[config.mk]
export PLATFORM = sky130hd
export DESIGN_NAME = generador_tono
export DESIGN_NICKNAME = d
export VERILOG_FILES = /design/src/rtl/generador_tono.sv
export SDC_FILE = /design/constraint.sdc
export NUM_CORES = 1
export LEC_CHECK = 0
export ABC_AREA = 0
export BUFFER_PORTS_ARGS = -buffer_cell sky130_fd_sc_hd__buf_2
export CORE_MARGIN = 2
export CORE_UTILIZATION = 60
export CTS_CLUSTER_DIAMETER = 60
export DETAILED_ROUTE_END_ITERATION = 6
export PLACE_DENSITY = 0.77
export SYNTH_ARGS = -nofsm -noshare
export SYNTH_HDL_FRONTEND = slang
export SYNTH_SLANG_ARGS = --single-unit
[constraint.sdc]
create_clock -name clk -period 3.05 [get_ports clk]
set_input_delay 0.305 -clock clk [delete_from_list [all_inputs] [get_ports clk]]
set_output_delay 0.305 -clock clk [all_outputs]
set_load 0.02 [all_outputs]
[src/rtl/generador_tono.sv]
// generador_tono: square-wave tone generator for the piano-game note path.
// A valid request (contar=1, note 1..4) starts a tone at the note's pitch.
// Every tone lasts at least MIN_HOLD cycles, so a one-cycle key tap is still heard.
module generador_tono #(
    parameter int HP1      = 95556,
    parameter int HP2      = 85131,
    parameter int HP3      = 75843,
    parameter int HP4      = 71586,
    parameter int CW       = 17,
    parameter int MIN_HOLD = 5000000,
    parameter int DW       = 24
) (
    input  logic       clk,
    input  logic       reset,
    input  logic [2:0] notaEntrada,
    input  logic       contar,
    output logic       audio,
    output logic       sonando,
    output logic [2:0] notaActual
);

    typedef enum logic [1:0] {
        IDLE = 2'd0,
        PLAY = 2'd1,
        HOLD = 2'd2
    } state_t;

    // Reload values are stored as "half-period minus one" because the
    // counter counts down to zero inclusive.
    localparam logic [CW-1:0] HP1_M1   = CW'(HP1 - 1);
    localparam logic [CW-1:0] HP2_M1   = CW'(HP2 - 1);
    localparam logic [CW-1:0] HP3_M1   = CW'(HP3 - 1);
    localparam logic [CW-1:0] HP4_M1   = CW'(HP4 - 1);
    localparam logic [DW-1:0] DUR_LOAD = DW'(MIN_HOLD - 1);

    state_t        state;
    logic [CW-1:0] cnt;
    logic [DW-1:0] dur;

    logic          valid_req;
    logic          same_note;
    logic [CW-1:0] reload_cur;
    logic [CW-1:0] reload_new;

    // Half-period reload for a note code; codes outside 1..4 never reach here
    // while a tone is active, zero keeps the mux fully specified.
    function automatic logic [CW-1:0] hp_reload(input logic [2:0] n);
        logic [CW-1:0] r;
        r = '0;
        case (n)
            3'd1:    r = HP1_M1;
            3'd2:    r = HP2_M1;
            3'd3:    r = HP3_M1;
            3'd4:    r = HP4_M1;
            default: r = '0;
        endcase
        return r;
    endfunction

    // Request decoding and reload selection for the latched and incoming notes.
    always_comb begin
        valid_req  = contar && (notaEntrada >= 3'd1) && (notaEntrada <= 3'd4);
        same_note  = (notaEntrada == notaActual);
        reload_cur = hp_reload(notaActual);
        reload_new = hp_reload(notaEntrada);
    end

    // Tone FSM: state, counters and all outputs registered in one place.
    always_ff @(posedge clk or negedge reset) begin
        if (!reset) begin
            state      <= IDLE;
            audio      <= 1'b0;
            sonando    <= 1'b0;
            notaActual <= 3'd0;
            cnt        <= '0;
            dur        <= '0;
        end else begin
            case (state)
                IDLE: begin
                    audio      <= 1'b0;
                    notaActual <= 3'd0;
                    sonando    <= 1'b0;
                    if (valid_req) begin
                        state      <= PLAY;
                        sonando    <= 1'b1;
                        notaActual <= notaEntrada;
                        audio      <= 1'b1;
                        cnt        <= reload_new;
                        dur        <= DUR_LOAD;
                    end
                end

                PLAY, HOLD: begin
                    // Free-running square wave on the latched note.
                    if (cnt == '0) begin
                        audio <= ~audio;
                        cnt   <= reload_cur;
                    end else begin
                        cnt <= cnt - CW'(1);
                    end
                    if (dur != '0) begin
                        dur <= dur - DW'(1);
                    end

                    if (valid_req && !same_note) begin
                        // New note: restart the phase and the minimum hold.
                        state      <= PLAY;
                        sonando    <= 1'b1;
                        notaActual <= notaEntrada;
                        audio      <= 1'b1;
                        cnt        <= reload_new;
                        dur        <= DUR_LOAD;
                    end else if (valid_req) begin
                        // Same note still held: keep phase, no restart.
                        state   <= PLAY;
                        sonando <= 1'b1;
                    end else if (dur == '0) begin
                        state      <= IDLE;
                        sonando    <= 1'b0;
                        audio      <= 1'b0;
                        notaActual <= 3'd0;
                    end else begin
                        state   <= HOLD;
                        sonando <= 1'b1;
                    end
                end

                default: begin
                    state      <= IDLE;
                    sonando    <= 1'b0;
                    audio      <= 1'b0;
                    notaActual <= 3'd0;
                    cnt        <= '0;
                    dur        <= '0;
                end
            endcase
        end
    end

endmodule

**Yosys cells after proc, flatten, opt, wreduce, memory -nomap -nowiden**

Index checks and enable logic that the tools add are counted.

- Add/subtract/negate cells: 2
- Magnitude comparators: 2
- Eq/ne operators: 15
- Muxes and demuxes: 30
- Bitwise logic cells: 1
- Reductions and logical operators: 11

Operators with widths:

| cell | number |
|---|---|
| $pmux 17 s4 | 2 |
| $mux 24 | 3 |
| $mux 17 | 3 |
| $pmux 24 s2 | 1 |
| $pmux 17 s2 | 1 |
| $logic_not 24->1 | 1 |
| $reduce_bool 24->1 | 1 |
| $sub 24x1->24 const B | 1 |
| $logic_not 17->1 | 1 |
| $sub 17x1->17 const B | 1 |
| $eq 3x2->1 const B | 4 |
| $mux 3 | 4 |
| $ne 3x3->1 const B | 3 |
| $mux 1 | 8 |
| $mux 2 | 4 |
| $eq 3x1->1 const B | 2 |
| $eq 3x3->1 const B | 2 |
| $pmux 3 s2 | 1 |
| $pmux 1 s2 | 2 |
| $pmux 2 s2 | 1 |
| $reduce_and 2->1 | 2 |
| $eq 3x3->1 | 1 |
| $ge 3x1->1 const B | 1 |
| $le 3x3->1 const B | 1 |
| other kinds (8) | 10 |

- Register bits after elaboration: 48
- Input bits: 6
- Output and inout port bits: 5
- Word-level logic and storage cells: 67

**Depth between registers and ports, before layout**

Gate-level depths: netlist (run 1).

- Depth in word-level cells: 6
- Mapped depth: 10

**Worst setup path before layout (run 1)**

OpenSTA, ideal clock, no wires.

- Path type: register to register
- From: reg dur[8]
- To: reg dur[22]
- Arrival time: 2,533 ps
- Data required time: 2,929 ps
- Setup slack: 396 ps
- Stages on the path, launching flop included: 9
- Path buffers: 2
- Clock period less this slack: 2,654 ps
- Cells stage by stage: dfrtp_1 -> or4_4 -> or4_1 -> buf_2 -> or3_4 -> o21ai_4 -> buf_6 -> a21oi_1 -> o22a_1

- Cells in the longest elaborated chain, start to end: 4
- Elaborated cells on any way between the ends: 7
- Those cells by class: add/sub (1); eq/ne (1); mux (3); reduce/logical (2)

Ends and longest elaborated chain:

| element | line | text |
|---|---|---|
| start: declaration | 38 | `logic [DW-1:0] dur;` |
| start signal: assignment | 102 | `dur <= dur - DW'(1);` |
| $sub 24x1->24 | 102 |  |
| $mux 24 | 101 | `if (dur != '0) begin` |
| $mux 24 | 105 | `if (valid_req && !same_note) begin` |
| $pmux 24 s2 | 78 | `case (state)` |

Several ways; a longest one is shown, not always the timed one. The select of a mux whose other input is x is not followed.
A chain may end at the register's enable or synchronous reset.

**Final worst setup path (run 1)**

Ends and elaborated chain as after synthesis.

==> results of run 1 <==
-- cell families (layout without fill, tap and decap cells) --
kind of cell	Yosys count	count (layout)
AND/OR/NAND/NOR	147	147
flip-flops	48	48
AO/OA/AOI/OAI	96	96
buffers and inverters	37	46
multiplexers	5	5
XOR/XNOR	28	28
adder cells (fa/ha/maj)	4	4
-- sequential cells by signal (all words and copies together), names as in the netlist --
register	count
dur	24
cnt	17
notaActual	3
state	2
audio	1
sonando	1
-- layer usage --
metal | vias to the layer above | global-route usage | wire [um]
met5 | - | 0 | 0
met4 | 0 | 0.0855 | 91
met3 | 10 | 0.0529 | 462
met2 | 96 | 0.478 | 3890
met1 | 1391 | 0.360 | 3340
li1 | 1357 | - | -
-- where the power goes --
group,switching [mW],internal [mW]
Combinational,1.04,0.723
Sequential,0.233,0.842
Clock,0.217,0.185
Total,1.49,1.75
-- metrics by stage --
| stage | area (um^2) | power, mW |
|---|---|---|
| floorplan | 3180 | 2.38 |
| global placement | 3310 | 2.76 |
| detailed placement | 3310 | 2.82 |
| CTS | 3400 | 3.22 |
| global route | 3400 | 3.50 |
| finish | 3400 | 3.24 |
-- how the worst max path moves through the flow --
stage                      start  endpoint
after global routing      dur[8]   dur[18]
after floorplan           dur[8]   dur[22]
after CTS                 dur[8]   dur[22]
after global placement    dur[8]   dur[12]
final                     dur[8]   dur[22]
after detailed placement  dur[8]   dur[22]
-- layout by cell type, fill, tap and decap left out, types with 4 or more instances in the layout --
cell type | netlist | final
sky130_fd_sc_hd__nor2b_1 | 5 | 5
sky130_fd_sc_hd__a31oi_1 | 8 | 8
sky130_fd_sc_hd__or3_1 | 12 | 12
sky130_fd_sc_hd__dfrtp_1 | 48 | 48
sky130_fd_sc_hd__xor2_1 | 14 | 14
sky130_fd_sc_hd__nor2_1 | 41 | 41
sky130_fd_sc_hd__buf_4 | 1 | 16
sky130_fd_sc_hd__a21oi_1 | 17 | 17
sky130_fd_sc_hd__ha_1 | 4 | 4
sky130_fd_sc_hd__buf_2 | 2 | 10
sky130_fd_sc_hd__o21ai_0 | 15 | 15
sky130_fd_sc_hd__a21oi_2 | 4 | 4
sky130_fd_sc_hd__o22a_1 | 10 | 10
sky130_fd_sc_hd__clkbuf_8 | 0 | 6
sky130_fd_sc_hd__inv_1 | 12 | 12
sky130_fd_sc_hd__mux2_2 | 4 | 4
sky130_fd_sc_hd__nor4_1 | 12 | 12
sky130_fd_sc_hd__or4_1 | 5 | 5
sky130_fd_sc_hd__nor3_1 | 15 | 15
sky130_fd_sc_hd__xnor2_1 | 14 | 14
sky130_fd_sc_hd__nand2_1 | 23 | 23
sky130_fd_sc_hd__nor3b_1 | 4 | 4
sky130_fd_sc_hd__nand3_1 | 9 | 9
-- area by class of cell --
cell class	instances	share of cell area
timing repair buffer	26	0.0500
clock buffer	8	0.0265
multi-input combinational	280	0.531
inverter	12	0.0132
tap	70	0.0257
sequential	48	0.353
-- worst max-delay path, cell delays in order (launching register included) --
cell                      delay (ns)
sky130_fd_sc_hd__dfrtp_1        0.44
sky130_fd_sc_hd__or4_4          0.58
sky130_fd_sc_hd__or4_1          0.52
sky130_fd_sc_hd__or3_4          0.51
sky130_fd_sc_hd__o21ai_4        0.18
sky130_fd_sc_hd__buf_4          0.22
sky130_fd_sc_hd__a21oi_1        0.06
sky130_fd_sc_hd__o22a_1         0.20
==> results.rst, run 1 <==
.. list-table::
   :header-rows: 1

   * - Metric
     - Value
   * - Wire length of the first global-routing pass
     - 13300 um
   * - Critical-path maximum fanout
     - 17
   * - Fmax
     - 353 MHz
   * - Number of resized instances in the post-cts repair step
     - 0
   * - Post-synth EDFFs
     - 0
   * - Clock transition at the registers of the reported paths
     - 0.10 ns
   * - Launching element type of the critical path
     - flop
   * - Reg-to-Reg Start
     - dur[8]
   * - Post-route clock period utilization
     - 0.930
   * - Unrepaired setup endpoints after global routing
     - false
   * - Mapped Nets
     - 375
   * - Worst path setup slack after routing
     - 0.214 ns
   * - Number of nets still failing antenna checks after routing
     - 0
   * - Path category of the worst min-delay check
     - input pin to asynchronous set/reset pin
   * - Arrival time worst endpoint
     - 3.03 ns
   * - Slew at the pin closest to its max-slew limit
     - 0.928 ns
   * - Tightest hold margin
     - 0.0262 ns
   * - Dominant combinational cell family by area after synthesis
     - simple AND/OR/NAND/NOR gates
   * - Max VDD drop
     - 0.000537 V
   * - Instance count of the mapped netlist
     - 365
   * - Mux cell area share after synthesis
     - 0.0173
   * - P per Cell Area
     - 952 mW/mm^2
   * - Area occupied by multi-input gates
     - 0.00181 mm^2
   * - Fraction of the mapped netlist area in adder cells
     - 0.0157
   * - Setup Viol. Count Final
     - 0
   * - Xor and xnor fraction of the mapped netlist area
     - 0.0770
   * - Ys async rst share
     - 1.00
   * - Die span in y
     - 76.9 um
   * - Starting density of the core
     - 0.623
   * - Slew headroom
     - 0.379
   * - Post-Synthesis Cell Area
     - 0.00318 mm^2
   * - Dominant cell by count in the synthesized netlist
     - sky130_fd_sc_hd__dfrtp_1
   * - Die outline width
     - 76.9 um
   * - Largest buffer count on any clock path
     - 2
   * - Worst setup path category
     - flop to flop
   * - Post-CTS Setup Inserts
     - 0
   * - Reg2Reg Capture Point
     - dur[22]
   * - Final count of hold timing violations
     - 0
   * - Mean routed wirelength per cell
     - 17.5 um
   * - Area growth, synth to finish
     - 6.84%
   * - DIE AREA
     - 0.00591 mm^2
   * - Total number of yosys warnings
     - 0
   * - Via count of the first global-routing pass
     - 2785
   * - Count of state elements after synthesis
     - 48
   * - Routed wire length
     - 7780 um
   * - Total inserted antenna cells
     - 0
   * - # nets final
     - 383
   * - Count of clock tree sinks
     - 48
   * - Standard-cell rows
     - 26
   * - Largest area contributor in the netlist
     - sky130_fd_sc_hd__dfrtp_1
   * - Final max-slew violation count
     - 0
   * - Iteration-0 DRC Markers
     - 186
   * - Final setup skew
     - 0.0133 ns
   * - Synth area leaders
     - sky130_fd_sc_hd__dfrtp_1 38%, sky130_fd_sc_hd__nor2_1 4.8%, sky130_fd_sc_hd__xnor2_1 3.9%
   * - Placed cell count
     - 436
   * - Count of input and output buffers
     - 10
   * - Sort of element at the end of the critical path
     - flop
   * - Portion of the post-synthesis area used by sequential elements
     - 0.377
   * - Number of non-filler instances in the completed layout
     - 444
   * - Required time worst endpoint
     - 3.24 ns
   * - Maxcap violations
     - 0
   * - Distinct cell type count after synthesis
     - 60
   * - Run status
     - completed
   * - Routed via count
     - 2854
   * - Vias per cell
     - 6.43
   * - Antenna violations before repair
     - 0
   * - Global route total overflow
     - 0
   * - Most common library cells after synthesis
     - 48 x sky130_fd_sc_hd__dfrtp_1, 41 x sky130_fd_sc_hd__nor2_1, 23 x sky130_fd_sc_hd__nand2_1, 18 x sky130_fd_sc_hd__clkbuf_1, 17 x sky130_fd_sc_hd__a21oi_1
   * - Sum Neg Setup Slack
     - 0 ns
   * - Worst setup slack for register-to-register paths
     - 0.21 ns
   * - Share of post-route cells with drive strength above 1
     - 0.128
   * - Inserted Clock Buffers
     - 5
   * - H-tree depth reported by CTS
     - 2
   * - DRC violation count after routing
     - 0
   * - Final cell utilization of the core
     - 0.666
   * - Clock Tree Root
     - sky130_fd_sc_hd__clkbuf_8
   * - Post-layout min period
     - 2.84 ns
   * - Detailed-placement wirelength estimate
     - 5440 um
   * - Number of buffers inserted for hold repair after clock tree synthesis
     - 0
   * - Gpl congestion
     - 0.953
   * - Pin count of the biggest net entering global routing
     - 32
   * - Combined global-route utilization of all metal layers
     - 0.280
   * - Fraction of the mapped netlist area in compound gates
     - 0.217
   * - Mean instance size in the synthesized netlist
     - 8.72 um^2
   * - Area occupied by registers
     - 0.00120 mm^2
   * - CTS tree
     - yes
   * - Share of the synthesized area in the top cell type
     - 0.377
   * - Clock Latency Late Sink
     - 0.32 ns
   * - Main flop type after synthesis
     - sky130_fd_sc_hd__dfrtp_1
   * - Simple-Gate Fraction of Synth Area
     - 0.241
   * - Minimum setup slack after placement
     - 0.258 ns
   * - Filler Cells Inserted
     - 456
   * - I/O Pins
     - 11
   * - Floorplan Core Area
     - 0.00511 mm^2
   * - Static Leak
     - 1.41 nW
   * - Depth of the worst register-to-register path
     - 7
   * - DR pass1 iterations
     - 5
Note: power is estimated with default switching activity, not from simulation.
==> inputs of run 2 (changes only) <==
--- a/config.mk
+++ b/config.mk
@@ -9,6 +9,7 @@
 export BUFFER_PORTS_ARGS = -buffer_cell sky130_fd_sc_hd__buf_2
 export CORE_MARGIN = 2
 export CORE_UTILIZATION = 60
+export CTS_BUF_LIST = sky130_fd_sc_hd__clkbuf_2 sky130_fd_sc_hd__clkbuf_4 sky130_fd_sc_hd__clkbuf_8
 export CTS_CLUSTER_DIAMETER = 60
 export DETAILED_ROUTE_END_ITERATION = 6
 export PLACE_DENSITY = 0.77
==> run 2 against run 1 <==
Effect of this change:
- via count decreased by 0.28%
- critical endpoint unchanged
- largest power group unchanged
- fmax down 0.14%
- total power up 0.53%
- final area rose by 0.22%
==> results.rst, run 2 (synthesized netlist as in run 1, its figures left out) <==
.. list-table::
   :header-rows: 1

   * - Metric
     - Value
   * - Run status
     - completed
   * - Total power draw
     - 3.26 mW (+0.53%)
   * - Largest buffer count on any clock path
     - 2 (unchanged)
   * - Sequential fraction of design power
     - 0.331 (about the same)
   * - Final cell utilization of the core
     - 0.668 (+0.00147)
   * - Launching element type of the critical path
     - flop
   * - Internal power
     - 1.77 mW (+1.0%)
   * - Clock Tree Root
     - sky130_fd_sc_hd__clkbuf_8
   * - Max VDD drop
     - 0.000532 V (-0.95%)
   * - Largest stage delay, worst path
     - 0.58 ns (about the same)
   * - Sum Neg Setup Slack
     - 0 ns (unchanged)
   * - Number of nets still failing antenna checks after routing
     - 0 (unchanged)
   * - Floorplan Core Area
     - 0.00511 mm^2 (unchanged)
   * - Area occupied by registers
     - 0.00120 mm^2 (unchanged)
   * - Via count of the first global-routing pass
     - 2798 (+0.47%)
   * - Vias per cell
     - 6.41 (-0.28%)
   * - Total net switching power
     - 1.49 mW (about the same)
   * - Detailed-placement wirelength estimate
     - 5440 um (unchanged)
   * - Cell with the largest stage delay on the worst path
     - sky130_fd_sc_hd__or4_4
   * - Routed wire length
     - 7800 um (+0.19%)
   * - Unrepaired setup endpoints after global routing
     - false
   * - Number of resized instances in the post-cts repair step
     - 0 (unchanged)
   * - Top reg by flops
     - dur
   * - Post-CTS Setup Inserts
     - 0 (unchanged)
   * - Required time worst endpoint
     - 3.24 ns (about the same)
   * - Setup Viol. Count Final
     - 0 (unchanged)
   * - # nets final
     - 383 (unchanged)
   * - Cells traversed along the worst timing path
     - or4_4 -> or4_1 -> or3_4 -> o21ai_4 -> buf_4 -> a21oi_1 -> o22a_1
   * - Flip-flop count of the largest register after layout
     - 24 (unchanged)
   * - Clock network power share
     - 0.128 (+0.004)
   * - Wire length of the first global-routing pass
     - 13200 um (-0.31%)
   * - Antenna violations before repair
     - 0 (unchanged)
   * - Static Leak
     - 1.42 nW (+0.48%)
   * - Arrival time worst endpoint
     - 3.03 ns (about the same)
   * - Critical-path maximum fanout
     - 17 (unchanged)
   * - Starting density of the core
     - 0.623 (unchanged)
   * - Clock Latency Late Sink
     - 0.31 ns (about the same)
   * - Iteration-0 DRC Markers
     - 192 (+3.2%)
   * - Slew at the pin closest to its max-slew limit
     - 0.905 ns (-0.0225 ns)
   * - Global route total overflow
     - 0 (unchanged)
   * - Commonest cells after routing, fill and taps aside
     - 48 x sky130_fd_sc_hd__dfrtp_1, 41 x sky130_fd_sc_hd__nor2_1, 23 x sky130_fd_sc_hd__nand2_1
   * - Path category of the worst min-delay check
     - input pin to asynchronous set/reset pin
   * - DIE AREA
     - 0.00591 mm^2 (unchanged)
   * - DR pass1 iterations
     - 5 (unchanged)
   * - Placed Instance Area
     - 0.00331 mm^2 (unchanged)
   * - Final count of hold timing violations
     - 0 (unchanged)
   * - Pin count of the biggest net entering global routing
     - 32 (unchanged)
   * - Inserted Clock Buffers
     - 5 (unchanged)
   * - Routed via count
     - 2846 (-0.28%)
   * - P per Cell Area
     - 955 mW/mm^2 (+0.31%)
   * - Switch share
     - 0.457 (-0.00256)
   * - Sort of element at the end of the critical path
     - flop
   * - Post-layout min period
     - 2.84 ns (+0.00408 ns)
   * - Die span in y
     - 76.9 um (unchanged)
   * - Standard-cell rows
     - 26 (unchanged)
   * - Maxcap violations
     - 0 (unchanged)
   * - Most common cell after layout, fill and taps aside
     - sky130_fd_sc_hd__dfrtp_1
   * - Total inserted antenna cells
     - 0 (unchanged)
   * - Number of buffers inserted for hold repair after clock tree synthesis
     - 0 (unchanged)
   * - Post-route clock period utilization
     - 0.931 (+0.00134)
   * - Slew headroom
     - 0.394 (+0.0151)
   * - Gpl congestion
     - 0.953 (unchanged)
   * - Comb power frac
     - 0.541 (-0.003)
   * - Mean routed wirelength per cell
     - 17.6 um (+0.19%)
   * - Clock transition at the registers of the reported paths
     - 0.08 ns (-0.02 ns)
   * - Non-Filler Cell Area, Final
     - 0.00341 mm^2 (+0.22%)
   * - I/O Pins
     - 11 (unchanged)
   * - H-tree depth reported by CTS
     - 2 (unchanged)
   * - Worst setup path category
     - flop to flop
   * - Area growth, synth to finish
     - 7.07%
   * - Die outline width
     - 76.9 um (unchanged)
   * - Count of input and output buffers
     - 10 (unchanged)
   * - DRC violation count after routing
     - 0 (unchanged)
   * - Top flop regs
     - dur x24, cnt x17, notaActual x3
   * - Depth of the worst register-to-register path
     - 7 (unchanged)
   * - Area occupied by multi-input gates
     - 0.00181 mm^2 (unchanged)
   * - Share of post-route cells with drive strength above 1
     - 0.134 (+0.00535)
   * - Fmax
     - 352 MHz (-0.14%)
   * - Final max-slew violation count
     - 0 (unchanged)
   * - CTS tree
     - yes
   * - Filler Cells Inserted
     - 453 (-0.66%)
   * - Combined global-route utilization of all metal layers
     - 0.279 (-0.000759)
   * - Count of clock tree sinks
     - 48 (unchanged)
   * - Final setup skew
     - 0.00962 ns (-0.00370 ns)
   * - Tightest hold margin
     - 0.0330 ns (+0.00683 ns)
run 2: power by group through the flow:
stage	clock network, mW	logic [mW]	registers (mW)
global route	0.455	1.95	1.11
finish	0.415	1.76	1.08
global placement	0	1.69	1.07
detailed placement	0	1.73	1.08
CTS	0.426	1.74	1.07
floorplan	0	1.34	1.04
run 2: final timing paths:
check	from	to	slack [ns]
setup reg to reg	dur[8]	dur[22]	0.21
min in group clk	notaEntrada[0]	cnt[3]	0.37
setup / recovery	dur[8]	dur[22]	0.21
max in group asynchronous	reset	dur[16]	2.31
hold / removal	reset	cnt[0]	0.03
hold reg to reg	cnt[14]	cnt[14]	0.51
run 2: layer usage:
| layer | global-route usage | vias up | share of wire |
|---|---|---|---|
| li1 | - | 1357 | - |
| met1 | 0.357 | 1395 | 0.45 |
| met2 | 0.476 | 85 | 0.50 |
| met3 | 0.0529 | 9 | 0.042 |
| met4 | 0.0909 | 0 | 0.012 |
| met5 | 0 | - | 0 |
run 2: cell type report:
type	instances	area share
Inverter	12	0.0132
Clock buffer	8	0.0286
Multi-Input combinational cell	280	0.530
Timing Repair Buffer	26	0.0499
Sequential cell	48	0.352
Tap cell	70	0.0257
run 2: through the flow:
stage / instances / worst slack, ns
global placement: 436 / 0.341
CTS: 444 / 0.234
floorplan: 365 / 0.396
finish: 444 / 0.210
global route: 444 / 0.108
detailed placement: 436 / 0.258
run 2: critical path: cells and delay by family, from the launching register on:
kind            cells  cell delay, ns
buf+inv             1            0.23
compound gates      3            0.44
simple gates        3            1.61
flops               1            0.44
